### src/rtl/seg_scan_ctrl_pkg.sv
// seg_pkg: shared definitions for the multiplexed 7-segment scanner.
//   SEG_x     : 8-bit segment patterns, [7:1] = a..g, [0] = dp (always 0 here).
//   SEG_BLANK : all segments off.
//   state_t   : scan FSM state encoding.
package seg_pkg;

  localparam logic [7:0] SEG_0     = 8'b1111_1100;
  localparam logic [7:0] SEG_1     = 8'b0110_0000;
  localparam logic [7:0] SEG_2     = 8'b1101_1010;
  localparam logic [7:0] SEG_3     = 8'b1111_0010;
  localparam logic [7:0] SEG_4     = 8'b0110_0110;
  localparam logic [7:0] SEG_5     = 8'b1011_0110;
  localparam logic [7:0] SEG_6     = 8'b1011_1110;
  localparam logic [7:0] SEG_7     = 8'b1110_0000;
  localparam logic [7:0] SEG_8     = 8'b1111_1110;
  localparam logic [7:0] SEG_9     = 8'b1111_0110;
  localparam logic [7:0] SEG_A     = 8'b1110_1110;
  localparam logic [7:0] SEG_B     = 8'b0011_1110;
  localparam logic [7:0] SEG_C     = 8'b1001_1100;
  localparam logic [7:0] SEG_D     = 8'b0111_1010;
  localparam logic [7:0] SEG_E     = 8'b1001_1110;
  localparam logic [7:0] SEG_F     = 8'b1000_1110;
  localparam logic [7:0] SEG_BLANK = 8'h00;

  typedef enum logic {
    ST_BLANK = 1'b0,
    ST_SHOW  = 1'b1
  } state_t;

endpackage

### src/rtl/seg_scan_ctrl_if.sv
// seg_scan_ctrl_if: application/display-side signal bundle of the scanner.
//   data, dp_in, digit_en, lz_suppress, load : driven by the application (master).
//   seg_o, sig_o, frame_o                    : driven by the scanner (slave).
interface seg_scan_ctrl_if #(
  parameter int DIGITS = 8
);

  logic [4*DIGITS-1:0] data;
  logic [DIGITS-1:0]   dp_in;
  logic [DIGITS-1:0]   digit_en;
  logic                lz_suppress;
  logic                load;
  logic [7:0]          seg_o;
  logic [DIGITS-1:0]   sig_o;
  logic                frame_o;

  modport master (
    output data, dp_in, digit_en, lz_suppress, load,
    input  seg_o, sig_o, frame_o
  );

  modport slave (
    input  data, dp_in, digit_en, lz_suppress, load,
    output seg_o, sig_o, frame_o
  );

endinterface

### src/rtl/seg_scan_ctrl_decode.sv
// seg_decode: combinational 4-bit code to 7-segment glyph (a..g, MSB = a).
//   code  : digit code 0..F.
//   glyph : segment pattern; codes A-F give all-off unless HEX_EN != 0.
module seg_decode
  import seg_pkg::*;
#(
  parameter int HEX_EN = 1
) (
  input  logic [3:0] code,
  output logic [6:0] glyph
);

  localparam bit HEX_ON = (HEX_EN != 0);

  always_comb begin
    glyph = SEG_BLANK[7:1];
    case (code)
      4'h0: glyph = SEG_0[7:1];
      4'h1: glyph = SEG_1[7:1];
      4'h2: glyph = SEG_2[7:1];
      4'h3: glyph = SEG_3[7:1];
      4'h4: glyph = SEG_4[7:1];
      4'h5: glyph = SEG_5[7:1];
      4'h6: glyph = SEG_6[7:1];
      4'h7: glyph = SEG_7[7:1];
      4'h8: glyph = SEG_8[7:1];
      4'h9: glyph = SEG_9[7:1];
      4'hA: glyph = HEX_ON ? SEG_A[7:1] : SEG_BLANK[7:1];
      4'hB: glyph = HEX_ON ? SEG_B[7:1] : SEG_BLANK[7:1];
      4'hC: glyph = HEX_ON ? SEG_C[7:1] : SEG_BLANK[7:1];
      4'hD: glyph = HEX_ON ? SEG_D[7:1] : SEG_BLANK[7:1];
      4'hE: glyph = HEX_ON ? SEG_E[7:1] : SEG_BLANK[7:1];
      4'hF: glyph = HEX_ON ? SEG_F[7:1] : SEG_BLANK[7:1];
      default: glyph = SEG_BLANK[7:1];
    endcase
  end

endmodule

### src/rtl/seg_scan_ctrl.sv
// seg_scan_ctrl: multiplexed 7-segment display scanner.
//   clk   : system clock, rising edge.
//   rst_n : asynchronous active-low reset.
//   bus   : slave side of seg_scan_ctrl_if (digit codes, dp, enables,
//           lz_suppress, load in; registered seg_o / sig_o / frame_o out).
// Each digit is preceded by BLANK all-off cycles and then driven for DWELL
// cycles; a frame is DIGITS*(DWELL+BLANK) cycles. Displayed values come only
// from the shadow registers, refreshed at the frame boundary.
//
// state    | meaning
// ---------+----------------------------------------------------
// ST_BLANK | all selects off, segments off, anti-ghosting gap
// ST_SHOW  | digit idx selected, glyph from shadow nibble idx
module seg_scan_ctrl
  import seg_pkg::*;
#(
  parameter int DIGITS = 8,
  parameter int DWELL  = 50000,
  parameter int BLANK  = 500,
  parameter int HEX_EN = 1
) (
  input  logic          clk,
  input  logic          rst_n,
  seg_scan_ctrl_if.slave bus
);

  localparam int CNT_MAX = (DWELL > BLANK) ? DWELL : BLANK;
  localparam int CW      = $clog2(CNT_MAX + 1);
  localparam int IW      = $clog2(DIGITS);

  localparam logic [CW-1:0] DWELL_LAST = CW'(DWELL - 1);
  localparam logic [CW-1:0] BLANK_LAST = CW'((BLANK > 0) ? BLANK - 1 : 0);
  localparam logic [IW-1:0] IDX_LAST   = IW'(DIGITS - 1);
  localparam state_t        ST_INIT    = (BLANK > 0) ? ST_BLANK : ST_SHOW;

  state_t              state, state_nxt;
  logic [CW-1:0]       cnt, cnt_nxt;
  logic [IW-1:0]       idx, idx_nxt;

  logic [4*DIGITS-1:0] shadow_data;
  logic [DIGITS-1:0]   shadow_dp;
  logic                pending;

  logic                boundary;
  logic                capture;
  logic [4*DIGITS-1:0] eff_data;
  logic [DIGITS-1:0]   eff_dp;
  logic [DIGITS-1:0]   lz_blank;
  logic [3:0]          cur_code;
  logic [6:0]          cur_glyph;
  logic [7:0]          seg_nxt;
  logic [DIGITS-1:0]   sig_nxt;

  always_ff @(posedge clk or negedge rst_n) begin
    if (!rst_n) begin
      state <= ST_INIT;
      cnt   <= '0;
      idx   <= '0;
    end else begin
      state <= state_nxt;
      cnt   <= cnt_nxt;
      idx   <= idx_nxt;
    end
  end

  always_comb begin
    state_nxt = state;
    cnt_nxt   = cnt + 1'b1;
    idx_nxt   = idx;
    case (state)
      ST_BLANK: begin
        if (cnt == BLANK_LAST) begin
          state_nxt = ST_SHOW;
          cnt_nxt   = '0;
        end
      end
      ST_SHOW: begin
        if (cnt == DWELL_LAST) begin
          state_nxt = (BLANK > 0) ? ST_BLANK : ST_SHOW;
          cnt_nxt   = '0;
          idx_nxt   = (idx == IDX_LAST) ? '0 : idx + 1'b1;
        end
      end
      default: begin
        state_nxt = ST_INIT;
        cnt_nxt   = '0;
        idx_nxt   = '0;
      end
    endcase
  end

  // First SHOW cycle of digit 0: the snapshot point of every frame.
  assign boundary = (state == ST_SHOW) && (idx == '0) && (cnt == '0);
  assign capture  = boundary && (pending || bus.load);

  always_ff @(posedge clk or negedge rst_n) begin
    if (!rst_n) begin
      shadow_data <= '0;
      shadow_dp   <= '0;
      pending     <= 1'b1;
    end else begin
      if (capture) begin
        shadow_data <= bus.data;
        shadow_dp   <= bus.dp_in;
      end
      if (boundary) begin
        pending <= 1'b0;
      end else if (bus.load) begin
        pending <= 1'b1;
      end
    end
  end

  // The output register of the boundary cycle must already show the newly
  // sampled values, so bypass the shadow while it is being written.
  assign eff_data = capture ? bus.data  : shadow_data;
  assign eff_dp   = capture ? bus.dp_in : shadow_dp;

  always_comb begin
    logic all_zero;
    all_zero = 1'b1;
    lz_blank = '0;
    for (int k = DIGITS - 1; k > 0; k--) begin
      all_zero    = all_zero && (eff_data[4*k +: 4] == 4'h0);
      lz_blank[k] = bus.lz_suppress && all_zero;
    end
  end

  assign cur_code = eff_data[{idx, 2'b00} +: 4];

  seg_decode #(
    .HEX_EN (HEX_EN)
  ) u_decode (
    .code  (cur_code),
    .glyph (cur_glyph)
  );

  always_comb begin
    seg_nxt = SEG_BLANK;
    sig_nxt = '1;
    if (state == ST_SHOW) begin
      seg_nxt      = {(lz_blank[idx] ? 7'h00 : cur_glyph), eff_dp[idx]};
      sig_nxt[idx] = ~bus.digit_en[idx];
    end
  end

  always_ff @(posedge clk or negedge rst_n) begin
    if (!rst_n) begin
      bus.seg_o   <= SEG_BLANK;
      bus.sig_o   <= '1;
      bus.frame_o <= 1'b0;
    end else begin
      bus.seg_o   <= seg_nxt;
      bus.sig_o   <= sig_nxt;
      bus.frame_o <= boundary;
    end
  end

endmodule

### src/flat_wrapper.sv
// flat-port wrapper written by rule: the top's interface ports become plain ports
module seg_scan_ctrl_flat import seg_pkg::*;
#(
  parameter int DIGITS = 8,
  parameter int DWELL  = 50000,
  parameter int BLANK  = 500,
  parameter int HEX_EN = 1
)
  (clk, rst_n, bus_data, bus_dp_in, bus_digit_en, bus_lz_suppress, bus_load, bus_seg_o, bus_sig_o, bus_frame_o);
  seg_scan_ctrl_if #(.DIGITS(DIGITS)) bus_i ();
  input  logic clk;
  input  logic rst_n;
  input wire logic [$bits(bus_i.data)-1:0] bus_data;
  input wire logic [$bits(bus_i.dp_in)-1:0] bus_dp_in;
  input wire logic [$bits(bus_i.digit_en)-1:0] bus_digit_en;
  input wire logic [$bits(bus_i.lz_suppress)-1:0] bus_lz_suppress;
  input wire logic [$bits(bus_i.load)-1:0] bus_load;
  output wire logic [$bits(bus_i.seg_o)-1:0] bus_seg_o;
  output wire logic [$bits(bus_i.sig_o)-1:0] bus_sig_o;
  output wire logic [$bits(bus_i.frame_o)-1:0] bus_frame_o;
  assign bus_i.data = bus_data;
  assign bus_i.dp_in = bus_dp_in;
  assign bus_i.digit_en = bus_digit_en;
  assign bus_i.lz_suppress = bus_lz_suppress;
  assign bus_i.load = bus_load;
  assign bus_seg_o = bus_i.seg_o;
  assign bus_sig_o = bus_i.sig_o;
  assign bus_frame_o = bus_i.frame_o;
  seg_scan_ctrl #(.DIGITS(DIGITS), .DWELL(DWELL), .BLANK(BLANK), .HEX_EN(HEX_EN)) u_core (.clk(clk), .rst_n(rst_n), .bus(bus_i));
endmodule
### config.mk
export PLATFORM = sky130hd
export DESIGN_NAME = seg_scan_ctrl_flat
export DESIGN_NICKNAME = d
export VERILOG_FILES = /design/src/rtl/seg_scan_ctrl_pkg.sv /design/src/rtl/seg_scan_ctrl_if.sv /design/src/rtl/seg_scan_ctrl_decode.sv /design/src/rtl/seg_scan_ctrl.sv /design/src/flat_wrapper.sv
export SDC_FILE = /design/constraint.sdc
export NUM_CORES = 1
export LEC_CHECK = 0
export ABC_AREA = 1
export BUFFER_PORTS_ARGS = -buffer_cell sky130_fd_sc_hd__buf_2
export CAP_MARGIN = 10
export CORE_MARGIN = 8
export CORE_UTILIZATION = 57
export DETAILED_ROUTE_END_ITERATION = 16
export PLACE_DENSITY = 0.86
export SYNTH_ARGS = -nofsm -noshare
export SYNTH_HDL_FRONTEND = slang
export SYNTH_SLANG_ARGS = --single-unit
### constraint.sdc
create_clock -name clk -period 3.6 [get_ports clk]
set_input_delay 0.54 -clock clk [delete_from_list [all_inputs] [get_ports clk]]
set_output_delay 0.54 -clock clk [all_outputs]
set_load 0.05 [all_outputs]
; Word-level counts from Yosys, hierarchy flattened
; Memory sizes are Yosys's and may differ from the RTL's.
; Index checks and enable logic that the tools add are counted.
[op_classes]
add_sub_neg = 2
order_cmp = 2
n_eq_ne = 3
shifts = 1
mux = 22
n_bitwise = 4
n_reduce_logical = 29
[op_table]
columns = op, count
row1 = two-way mux 16 bit, 2
row2 = two-way mux 32 bit, 1
row3 = case mux 16 bit (2 select lines), 1
row4 = indexed part select 32 x 6 -> 4 bit, 1
row5 = logical NOT 4 bit, 7
row6 = two-way mux 8 bit, 3
row7 = logical AND 1 bit, 17
row8 = "adder 16 x 1 -> 16 bit, second input constant", 1
row9 = "== test 16 bit, second input constant", 1
row10 = "== test 16 x 9 -> 1 bit, second input constant", 1
row11 = logical NOT 16 bit, 1
row12 = binary-select mux 1 bit (select 3 bit), 3
row13 = two-way mux 1 bit, 8
row14 = inverter 8 bit, 1
row15 = OR 8 bit, 1
row16 = two-way mux 7 bit, 1
row17 = "less-than comparator 3 x 4 -> 1 bit, second input constant", 1
row18 = "adder 3 x 1 -> 3 bit, second input constant", 1
row19 = demux 1 bit (select 3 bit), 1
row20 = "== test 3 bit, second input constant", 1
row21 = "greater-or-equal comparator 3 x 1 -> 1 bit, second input constant", 1
row22 = logical NOT 3 bit, 1
row23 = two-way mux 3 bit, 1
row24 = inverter 1 bit, 2
row25 = 4 further kinds, 4
[word_totals]
register_bits = 78
romBits = 112
input_bits = 52
output_inout_bits = 17
wordCells = 73
memories = 1
[memory_table]
columns = name, words, width, rd, rd_clocked_by_memory_dff, wr, line_no
row1 = (name not given), 16, 7, 1, 0, 0, seg_scan_ctrl_decode.sv:17  ; case (code)

; Depth between registers and ports, before layout
[depth]
depth_word = 17
mapped_depth = 24
depth_no_buf = 22

; Modules after synthesis
; Synthesis repeated with hierarchy kept, for this count alone.
[hier_totals]
cells_unflattened = 532
hier_area_um2 = 4146.5
[modules_own_cells]
columns = module, instances, cells_per_inst, area_each_um2, seq_area_each_um2
row1 = seg_scan_ctrl, 1, 480, 3876.2, 1963.1
row2 = seg_decode, 1, 52, 270.3, 0.0

; Least setup slack after synthesis
; OpenSTA, ideal clock, no wires.
[synth_timing]
kind = reg-to-reg
from = reg u_core.idx[0]
to = reg u_core.bus.seg_o[4]
setup_time_ps = 118
t_arrival_ps = 2553
required_time_ps = 3482
slack_ps = 929
stages_incl_launch_ff = 18
path_buffers = 2
period_less_slack_ps = 2671
cell_sequence = dfrtp_1 -> inv_1 -> clkbuf_1 -> ha_1 -> nand3_1 -> inv_1 -> nand4_4 -> buf_2 -> nand2_1 -> o211ai_1 -> nand3_1 -> inv_1 -> nor2_4 -> ha_1 -> nand2_1 -> nand3_1 -> nand2_1 -> nor2_1
[synth_via]
elab_chain_len = 17
word_cells_on_any_way = 31
classes_between = 1 x shift / 5 x mux / 24 x reduce/logical / 1 x memory
[synth_lines]
columns = element, line_no
row1 = from (decl), seg_scan_ctrl.sv:38  ; logic [IW-1:0] idx, idx_nxt;
row2 = from (signal assigned), seg_scan_ctrl.sv:62  ; idx <= idx_nxt;
row3 = branches (longest 15 deep; another with memory (16 x 7 bit)), --
row4 = two-way mux 7 bit *, seg_scan_ctrl.sv:142  ; seg_nxt = {(lz_blank[idx] ? 7'h00 : cur_glyph), eff_dp[idx]};
row5 = two-way mux 8 bit *, seg_scan_ctrl.sv:141  ; if (state == ST_SHOW) begin
row6 = net u_core.seg_nxt[4], seg_scan_ctrl.sv:51  ; logic [7:0] seg_nxt;
row7 = to (signal assigned), seg_scan_ctrl.sv:153  ; bus.seg_o <= seg_nxt;
row8 = to (decl), seg_scan_ctrl_if.sv:24  ; output seg_o, sig_o, frame_o
; Mark *: on every way through the listed nets, which the timed path passes. The select of a mux whose other input is x is not followed.
; A chain may end at the register's enable or synchronous reset.

; Worst setup path in the final report
[layout_timing]
from = reg u_core.idx[0]
to = reg u_core.bus.seg_o[5]
; Same word-level chain as after synthesis.

==> flow_summary_export.csv <==
group,metric,value,unit
status,status,"finished, final reports clean",
timing,rsz0062_at_grt,"no",
final_layout,final_cell_mix,"159 x nand2_1, 81 x inv_1, 69 x dfrtp_1",
final_layout,final_area,5220,µm²
clock_network,holdBufCountCts,0,
die,core_area,7770,µm²
global_routing,antenna_found_initial,0,
final_layout,fin_nets,732,
synthesis,syn-num-nets,665,
routing,vias_per_cell,5.34,
synthesis,yosysUniqueCellTypes,39,
place,dp_hpwl,8.65,mm
final_layout,drive_gt1_share,22.7,%
clock_network,tritoncts,"yes",
synthesis,synth-seq-area-share,42.7,%
timing,max_freq,328,MHz
clock_network,cts-resized-gates,0,
setup_path,rr_endpoint,"u_core.bus.seg_o[5]",
timing,finalSetupViolations,0,
routing,wire_per_inst,14.9,µm
synthesis,synth_seq_cells,78,
timing,skew,0.0121,ns
setup_path,end_kind,"flip-flop",
synthesis,synth.avg_cell_area,7.63,µm²
routing,drc,0,
clock_network,cts_setup_buffers,0,
timing,worstMarginPinSlew,0.973,ns
routing,dr.pass1.iters,5,
place,io_buffers,68,
timing,holdWs,0.324,ns
min_path,hold_path.class,"in2reg",
routing,vias,4141,
synthesis,synth_top_flop_cell,"dfrtp_1",
min_path,worstHoldStart,"bus_digit_en[5]",
global_routing,grt_pass1_vias,4179,
synthesis,synth_edf_count,0,
timing,relSlewSlack,35.1,%
setup_path,cp_max_fo,37,
synthesis,post_synth_inst_count,602,
timing,hold_viol_final,0,
routing,drtIter0Drc,358,
clock_network,cts_root_buffer,"clkbuf_8",
place,placed_area,4990,µm²
routing,wirelength,11.5,mm
final_layout,num-fill-cells,674,
clock_network,h-tree-depth,3,
setup_path,r2r-start,"u_core.idx[0]",
routing,ant_nets,0,
die,fp.dieArea,11200,µm²
timing,slew_viol_final,0,
setup_path,arrival,3.31,ns
min_path,hold_path_depth,2,
synthesis,async_reset_ff_share,100,%
clock_network,cts_made_buffers,9,
flow_run,cap_viol_max_count,0,
final_layout,insertedDiodeCount,0,
final_layout,final_common_cell,"nand2_1",
die,num_rows,32,
setup_path,critical_path_class,"reg2reg",
global_routing,grt_max_degree,79,
setup_path,rrSetupSlack,0.55,ns
die,die_w,106,µm
clock_network,clock_latency,0.36,ns
setup_path,reg2regPathDepth,14,
synthesis,netlist_area,4600,µm²
clock_network,path_clk_slew,0.09,ns
power,p_leak,2.76,nW
power,irDropWorstVdd,0.000200,V
global_routing,track_usage,21.8,%
min_path,min_to,"u_core.bus.sig_o[5]",
final_layout,final_util,67.2,%
timing,fin_crit,3.05,ns
clock_network,cts_sinks,78,
synthesis,synth_warnings,0,
final_layout,syn2layout_area_growth,13.5,%
setup_path,crit_required,3.86,ns
global_routing,grt_pass1_wl,20.0,mm
power,powerDensity,320,nW/µm²
setup_path,startpoint_type,"flip-flop",
die,io_pins,69,
die,initial_utilization,59.2,%
global_routing,grt-ovfl-total,0,
place,gp_congestion,0.877,
timing,post-route-period-util,84.6,%
die,die_height,106,µm
timing,finalSetupTns,0,ns
clock_network,cts_buffer_depth,2,
-- power by group --
group / internal (mW) / switching [mW]
logic: 0.0213 / 0.0309
clock network: 0.393 / 0.349
registers: 0.876 / 0.00000000000000000694
total: 1.29 / 0.380
-- sequential cells by signal (all words and copies together) (netlist names) --
signal / flops
u_core.bus.seg_o: 8
u_core.bus.frame_o: 1
u_core.shadow_dp: 8
u_core.cnt: 16
u_core.shadow_data: 32
u_core.state: 1
u_core.idx: 3
u_core.bus.sig_o: 8
u_core.pending: 1
-- cell usage after synthesis, types with 2 or more instances --
cell type | instances | share of area [%]
a21oi_1 | 10 | 1.1
a31oi_1 | 2 | 0.27
and2_1 | 5 | 0.68
buf_2 | 3 | 0.33
buf_4 | 2 | 0.33
buf_6 | 4 | 0.98
clkbuf_1 | 6 | 0.49
dfrtp_1 | 69 | 38
dfstp_2 | 9 | 5.1
ha_1 | 11 | 3.0
inv_1 | 81 | 6.6
inv_2 | 6 | 0.49
nand2_1 | 159 | 13
nand2_2 | 15 | 2.0
nand2_4 | 2 | 0.49
nand3_1 | 68 | 7.4
nand4_1 | 18 | 2.5
nand4_4 | 2 | 0.93
nor2_1 | 61 | 5.0
nor2_2 | 8 | 1.1
nor2_4 | 15 | 3.7
nor3_1 | 12 | 1.3
nor4_1 | 4 | 0.54
o2111ai_1 | 2 | 0.38
o211ai_1 | 3 | 0.49
o21ai_0 | 5 | 0.54
o21ai_1 | 4 | 0.44
o21ai_2 | 2 | 0.38
xor2_1 | 4 | 0.76
-- final cells by class --
class | count | area (µm²) | share of cell area [%]
well taps | 102 | 128 | 2.45
flip-flops and latches | 78 | 1960 | 37.6
multi-input cells | 420 | 2200 | 42.2
repair buffers | 72 | 373 | 7.15
inverters | 88 | 332 | 6.36
clock buffers | 9 | 124 | 2.37
clock inverters | 7 | 97.6 | 1.87
-- layer usage --
layer / global-route usage, % / up-vias / share of wire [%]
met5: 0 / - / 0
met4: 8.34 / 0 / 2.0
met3: 5.72 / 22 / 8.0
met2: 33.4 / 175 / 44
met1: 28.7 / 1906 / 46
li1: - / 2038 / -
-- cells by family after synthesis --
| family | after synthesis | synth area share, % |
|---|---|---|
| AO/OA/AOI/OAI | 30 | 3.95 |
| XOR/XNOR | 5 | 0.953 |
| adder cells (fa/ha/maj) | 11 | 2.99 |
| buffers and inverters | 104 | 9.42 |
| flip-flops | 78 | 42.7 |
| AND/OR/NAND/NOR | 374 | 40.0 |
-- stage by stage --
step	std cells	setup WS (ns)	power, mW
after global routing	776	0.212	1.72
after floorplan	602	0.929	0.898
after global placement	760	0.707	0.945
final	776	0.553	1.67
after detailed placement	760	0.584	0.946
after CTS	776	0.573	1.67
-- critical path, cell delays in order (launching register included) --
cell and delay [ns]:
dfrtp_1 0.54, inv_1 0.14, ha_1 0.19, nand3_1 0.14, inv_1 0.15, nand4_4 0.44, nand2_1 0.28, o211ai_1 0.12
nand3_1 0.14, nand3_1 0.14, ha_1 0.28, inv_1 0.08, nand2_1 0.06, o21ai_0 0.17, nor2_1 0.06
-- how the worst max path moves through the flow --
stage	cells after the start	slack, ns	from	end
final	14	0.55	u_core.idx[0]	u_core.bus.seg_o[5]
after global placement	17	0.71	u_core.idx[0]	u_core.bus.seg_o[4]
after floorplan	17	0.93	u_core.idx[0]	u_core.bus.seg_o[4]
after detailed placement	16	0.58	u_core.idx[0]	u_core.bus.seg_o[5]
after CTS	14	0.57	u_core.idx[0]	u_core.bus.seg_o[5]
after global routing	16	0.21	u_core.idx[0]	u_core.bus.seg_o[5]
Power figures use the tool's default switching activity.
